--- config.mk ---
export PLATFORM = sky130hd
export DESIGN_NAME = wide_uart_scheduler
export DESIGN_NICKNAME = d
export VERILOG_FILES = /design/src/rtl/wide_uart_scheduler.sv
export SDC_FILE = /design/constraint.sdc
export NUM_CORES = 1
export LEC_CHECK = 0
export ABC_AREA = 0
export CAP_MARGIN = 10
export CELL_PAD_IN_SITES_DETAIL_PLACEMENT = 0
export CELL_PAD_IN_SITES_GLOBAL_PLACEMENT = 2
export CORE_MARGIN = 4
export CORE_UTILIZATION = 15
export CTS_CLUSTER_SIZE = 10
export DETAILED_ROUTE_END_ITERATION = 8
export PLACE_DENSITY_LB_ADDON = 0.1
export SETUP_SLACK_MARGIN = 0.05
export SLEW_MARGIN = 20
export SYNTH_ARGS = -nofsm -noshare
export SYNTH_HDL_FRONTEND = slang
export SYNTH_SLANG_ARGS = --single-unit
--- constraint.sdc ---
create_clock -name clk -period 2.22 [get_ports clk]
set_input_delay 0.222 -clock clk [delete_from_list [all_inputs] [get_ports clk]]
set_output_delay 0.222 -clock clk [all_outputs]
set_load 0.02 [all_outputs]
--- src/rtl/wide_uart_scheduler.sv ---
// wide_uart_scheduler
//   Round-robin scheduler sharing one wide_uart link between NUM_REQ clients.
//   Each grant forwards one 64-bit command word to the link, waits for one
//   64-bit response word, and returns it to the granted requester. Only one
//   transaction is outstanding at a time.
//
// Optional feature macro: WIDE_UART_SCHED_TIMEOUT_EN
//   Defined   : a response timeout of TIMEOUT_CYCLES clk cycles in WAIT
//               produces the error word 64'hDEAD_DEAD_DEAD_DEAD with
//               rsp_timeout=1.
//   Undefined : WAIT lasts until a response arrives; rsp_timeout tied to 0.
//
// Ports
//   clk, rst        clock, asynchronous active-high reset
//   req_tdata/tvalid/tready   per-requester command stream (64 bits each)
//   rsp_tdata       shared registered response word
//   rsp_tvalid/tready         per-requester response handshake
//   rsp_timeout     presented response is a timeout error word
//   uart_s_*        command stream towards wide_uart s_axis
//   uart_m_*        response stream from wide_uart m_axis
//   grant_id        current or most recent grant
//   busy            scheduler not in IDLE
//   stray_count     saturating count of unsolicited responses dropped
module wide_uart_scheduler #(
  parameter int unsigned NUM_REQ        = 4,
  parameter int unsigned TIMEOUT_CYCLES = 1000000
) (
  input  logic                       clk,
  input  logic                       rst,
  input  logic [64*NUM_REQ-1:0]      req_tdata,
  input  logic [NUM_REQ-1:0]         req_tvalid,
  output logic [NUM_REQ-1:0]         req_tready,
  output logic [63:0]                rsp_tdata,
  output logic [NUM_REQ-1:0]         rsp_tvalid,
  input  logic [NUM_REQ-1:0]         rsp_tready,
  output logic                       rsp_timeout,
  output logic [63:0]                uart_s_tdata,
  output logic                       uart_s_tvalid,
  input  logic                       uart_s_tready,
  input  logic [63:0]                uart_m_tdata,
  input  logic                       uart_m_tvalid,
  output logic                       uart_m_tready,
  output logic [$clog2(NUM_REQ)-1:0] grant_id,
  output logic                       busy,
  output logic [7:0]                 stray_count
);

  localparam int unsigned IW = $clog2(NUM_REQ);

  if (NUM_REQ < 2 || NUM_REQ > 16) begin : g_bad_num_req
    $error("wide_uart_scheduler: NUM_REQ must be 2..16");
  end
  if (TIMEOUT_CYCLES < 2) begin : g_bad_timeout
    $error("wide_uart_scheduler: TIMEOUT_CYCLES must be >= 2");
  end

  typedef enum logic [1:0] {
    S_IDLE,
    S_SEND,
    S_WAIT,
    S_RESP
  } state_t;

  state_t        state_q;
  logic [IW-1:0] grant_q;
  logic [IW-1:0] last_q;
  logic [63:0]   rsp_data_q;
  logic [7:0]    stray_q;
  logic          m_rdy_q;

`ifdef WIDE_UART_SCHED_TIMEOUT_EN
  logic [31:0]   to_cnt_q;
  logic          timeout_q;
`endif

  logic [63:0]   req_words [NUM_REQ];
  logic          win_found;
  logic [IW-1:0] win_idx;
  logic [IW-1:0] arb_cand;
  logic          s_hs;
  logic          m_hs;

  for (genvar g = 0; g < NUM_REQ; g++) begin : g_unpack
    assign req_words[g] = req_tdata[g*64 +: 64];
  end

  // Round-robin search starting one past the last completed grant.
  always_comb begin
    win_found = 1'b0;
    win_idx   = last_q;
    arb_cand  = '0;
    for (int unsigned i = 1; i <= NUM_REQ; i++) begin
      arb_cand = IW'((32'(last_q) + i) % NUM_REQ);
      if (!win_found && req_tvalid[arb_cand]) begin
        win_found = 1'b1;
        win_idx   = arb_cand;
      end
    end
  end

  // The command beat only presents valid while the granted requester does,
  // so a requester dropping valid stalls SEND instead of sending stale data.
  always_comb begin
    uart_s_tdata  = req_words[grant_q];
    uart_s_tvalid = (state_q == S_SEND) && req_tvalid[grant_q];
    req_tready    = '0;
    if (state_q == S_SEND) begin
      req_tready[grant_q] = uart_s_tready;
    end
    rsp_tvalid = '0;
    if (state_q == S_RESP) begin
      rsp_tvalid[grant_q] = 1'b1;
    end
  end

  assign s_hs          = uart_s_tvalid && uart_s_tready;
  assign m_hs          = uart_m_tvalid && m_rdy_q;
  assign uart_m_tready = m_rdy_q;
  assign busy          = (state_q != S_IDLE);
  assign grant_id      = grant_q;
  assign rsp_tdata     = rsp_data_q;
  assign stray_count   = stray_q;
`ifdef WIDE_UART_SCHED_TIMEOUT_EN
  assign rsp_timeout   = timeout_q;
`else
  assign rsp_timeout   = 1'b0;
`endif

  always_ff @(posedge clk or posedge rst) begin
    if (rst) begin
      state_q    <= S_IDLE;
      grant_q    <= '0;
      last_q     <= IW'(NUM_REQ - 1);
      rsp_data_q <= '0;
      stray_q    <= '0;
      m_rdy_q    <= 1'b0;
`ifdef WIDE_UART_SCHED_TIMEOUT_EN
      to_cnt_q   <= '0;
      timeout_q  <= 1'b0;
`endif
    end else begin
      // Response channel is always drained so the link never blocks.
      m_rdy_q <= 1'b1;

      // Any response outside WAIT is unsolicited and dropped.
      if (m_hs && (state_q != S_WAIT) && (stray_q != 8'hFF)) begin
        stray_q <= stray_q + 8'd1;
      end

      case (state_q)
        S_IDLE: begin
          if (win_found) begin
            grant_q <= win_idx;
            state_q <= S_SEND;
          end
        end
        S_SEND: begin
          if (s_hs) begin
`ifdef WIDE_UART_SCHED_TIMEOUT_EN
            to_cnt_q <= '0;
`endif
            state_q <= S_WAIT;
          end
        end
        S_WAIT: begin
          // A response in the expiry cycle takes priority over the timeout.
          if (m_hs) begin
            rsp_data_q <= uart_m_tdata;
`ifdef WIDE_UART_SCHED_TIMEOUT_EN
            timeout_q  <= 1'b0;
`endif
            state_q    <= S_RESP;
          end
`ifdef WIDE_UART_SCHED_TIMEOUT_EN
          else if (to_cnt_q == TIMEOUT_CYCLES - 32'd1) begin
            rsp_data_q <= 64'hDEAD_DEAD_DEAD_DEAD;
            timeout_q  <= 1'b1;
            state_q    <= S_RESP;
          end else begin
            to_cnt_q <= to_cnt_q + 32'd1;
          end
`endif
        end
        S_RESP: begin
          if (rsp_tready[grant_q]) begin
            last_q  <= grant_q;
            state_q <= S_IDLE;
          end
        end
        default: state_q <= S_IDLE;
      endcase
    end
  end

endmodule

==> impl_metrics.yaml <==
logic_synthesis:
  ys_seq_area_share_pct: 41.0
  synth-edff-count: 0
  synthCells: 308
  syn-mean-instance-area_sq_um: 15.7
  yosysWarnings: 0
  synthArstFlopShare_pct: 100
  syn-cell-area_sq_um: 4830
  synth-main-ff-cell: "dfrtp_1"
  ys_seq_elements: 79
  synth_cell_types: 36
  synth_nets: 645
critical_path:
  end_kind: "primary output"
  crit_fanout: 15
  crit_type: "flop to primary output"
  cp.arrival_ps: 1920
  critPathLaunchType: "flop"
  required_ps: 2000
timing:
  clock_skew_ps: 10.4
  fin_crit_sh_pct: 96.4
  finalSetupTns_ps: 0
  slew_violations: 0
  fmax_mhz: 467
  rsz0062_at_grt: "yes"
  holdWs_ps: 234
  min_period_ps: 2140
  hold_viol: 0
  setup_viol: 0
cts:
  clock_sinks: 79
  cts-buffers-inserted: 9
  ctsHoldBuffers: 0
  cts_tree: "done"
  root_buffer: "clkbuf_16"
  clkLatencyLatePin_ps: 340
  clk_pin_slew_ps: 60
  ctsLongestPathBuffers: 2
  htreeDepth: 3
routing:
  vias: 5071
  drcViolationCount: 0
  wire_per_inst_microns: 24.9
  drt_wl_total_mm: 30.2
  viasPerCell: 4.18
  drtIter0Drc: 167
  postRouteAntennaNets: 0
  dr.pass1.iters: 4
global_routing:
  grtUsageTotal_pct: 16.6
  overflow: 0
  grt_max_degree: 63
  grt_antenna_before_repair: 19
  grt_pass1_wl_mm: 42.8
  first_global_vias: 5645
power_and_ir_drop:
  cellPowerDensity_nw_per_um2: 1230
  p_leak_uw: 0.00420
  finalPower_uw: 13000
  ir_drop_uv: 925
placement:
  place_hpwl_mm: 25.1
  dp_cells: 1178
  routabilityCongestion: 0.883
  io_buffers: 480
cells_and_area:
  final_cells: 1214
  layout-drive-gt1-share_pct: 30.6
  layout_common_cells: "407 x clkdlybuf4s50_1, 75 x dfrtp_1, 68 x mux2_2"
  layout_commonest_cell: "clkdlybuf4s50_1"
  fillCellCount: 3120
  area_growth_syn_to_layout_pct: 119
  nNetsFinal: 1135
floorplan:
  initial_utilization_pct: 15.3
  placeableCoreArea_sq_um: 31600
  dieHeight_microns: 187
  die_w_microns: 187
  top_level_ports: 482
  rows: 65
  die-area_sq_um: 35100
status:
  status: "completed"
job:
  max-cap-violations: 0
min_path:
  hold_class: "input pin to asynchronous set/reset pin"
-- Yosys cell counts (3+ instances only) --
cell	instances	share of area [%]
inv_1	5	0.39
dfrtp_1	77	40
nand2_1	15	1.2
mux2_2	68	16
mux4_2	65	30
nor3b_1	3	0.47
ha_1	5	1.3
xnor2_1	6	1.1
buf_2	11	1.1
clkbuf_1	11	0.86
o221ai_1	3	0.54
mux2i_1	4	0.83
and3_1	3	0.39
nand3_1	3	0.31
-- layer usage --
metal | vias to the layer above | wire, microns | track usage, %
met5 | - | 126 | 0
met4 | 20 | 813 | 6.06
met3 | 50 | 3480 | 8.32
met2 | 278 | 15200 | 28.8
met1 | 2514 | 10500 | 17.3
li1 | 2209 | - | -
-- where the power goes --
group	leakage (uW)	internal (uW)	total, uW	switching (uW)
combinational	0.00308	4570	8640	4080
clock	0.000166	1100	1700	604
sequential	0.000948	2170	2650	484
total	0.00420	7830	13000	5160
-- state kept, by name (all words and copies together) (netlist names) --
name           flops
rsp_tdata         64
uart_m_tready      1
last_q             2
stray_count        8
grant_id           2
state_q            2
-- cell type report --
cell class,count,area (sq um),area share (%)
inverters,5,22.5,0.213
clock inverters,6,109,1.03
repair buffers,504,5000,47.2
clock buffers,10,229,2.16
flip-flops and latches,79,1990,18.8
multi-input cells,199,2710,25.6
diodes,9,22.5,0.213
well taps,402,503,4.75
-- logic make-up (layout without fill, tap and decap cells) --
group	Yosys count	after routing	synth area share (%)
other	2	11	0.156
AO/OA/AOI/OAI	8	8	1.50
XOR/XNOR	7	7	1.27
flip-flops	79	79	41.0
buffers and inverters	30	525	2.85
AND/OR/NAND/NOR	39	39	4.56
adder cells (fa/ha/maj)	5	5	1.30
multiplexers	138	138	47.3
-- worst max-delay path, cell delays in order (launching register included) --
cell and delay (ps):
dfrtp_4 510, bufbuf_16 310, mux4_2 490, clkdlybuf4s15_2 270
-- final timing paths --
path / start / endpoint / slack, ps / cells past startpoint
setup / recovery: grant_id[0] / uart_s_tdata[58] / 80 / 3
hold / removal: rst / rsp_tdata[11] / 230 / 2
setup reg to reg: grant_id[0] / state_q[1] / 120 / 5
hold reg to reg: stray_count[7] / stray_count[7] / 500 / 1
max in group asynchronous: rst / last_q[1] / 1270 / 3
min in group clk: uart_m_tdata[57] / rsp_tdata[57] / 490 / 2
-- repair_timing --
action / in CTS / in global routing
setup endpoints to repair: 69 / 18
pin swaps: 0 / 0
cloned: 3 / 1
buffers inserted: 7 / 0
resized for setup: 261 / 6
-- stage by stage --
stage	worst slack [ps]	instance area [sq um]	utilization (%)
5_1_grt	12.9	10600	33.4
6_report	80.0	10600	33.5
3_5_place_dp	111	10200	32.3
2_1_floorplan	239	4830	-
4_1_cts	2.93	10600	33.4
3_3_place_gp	134	10200	32.3
(Power assumes the default switching activity.)
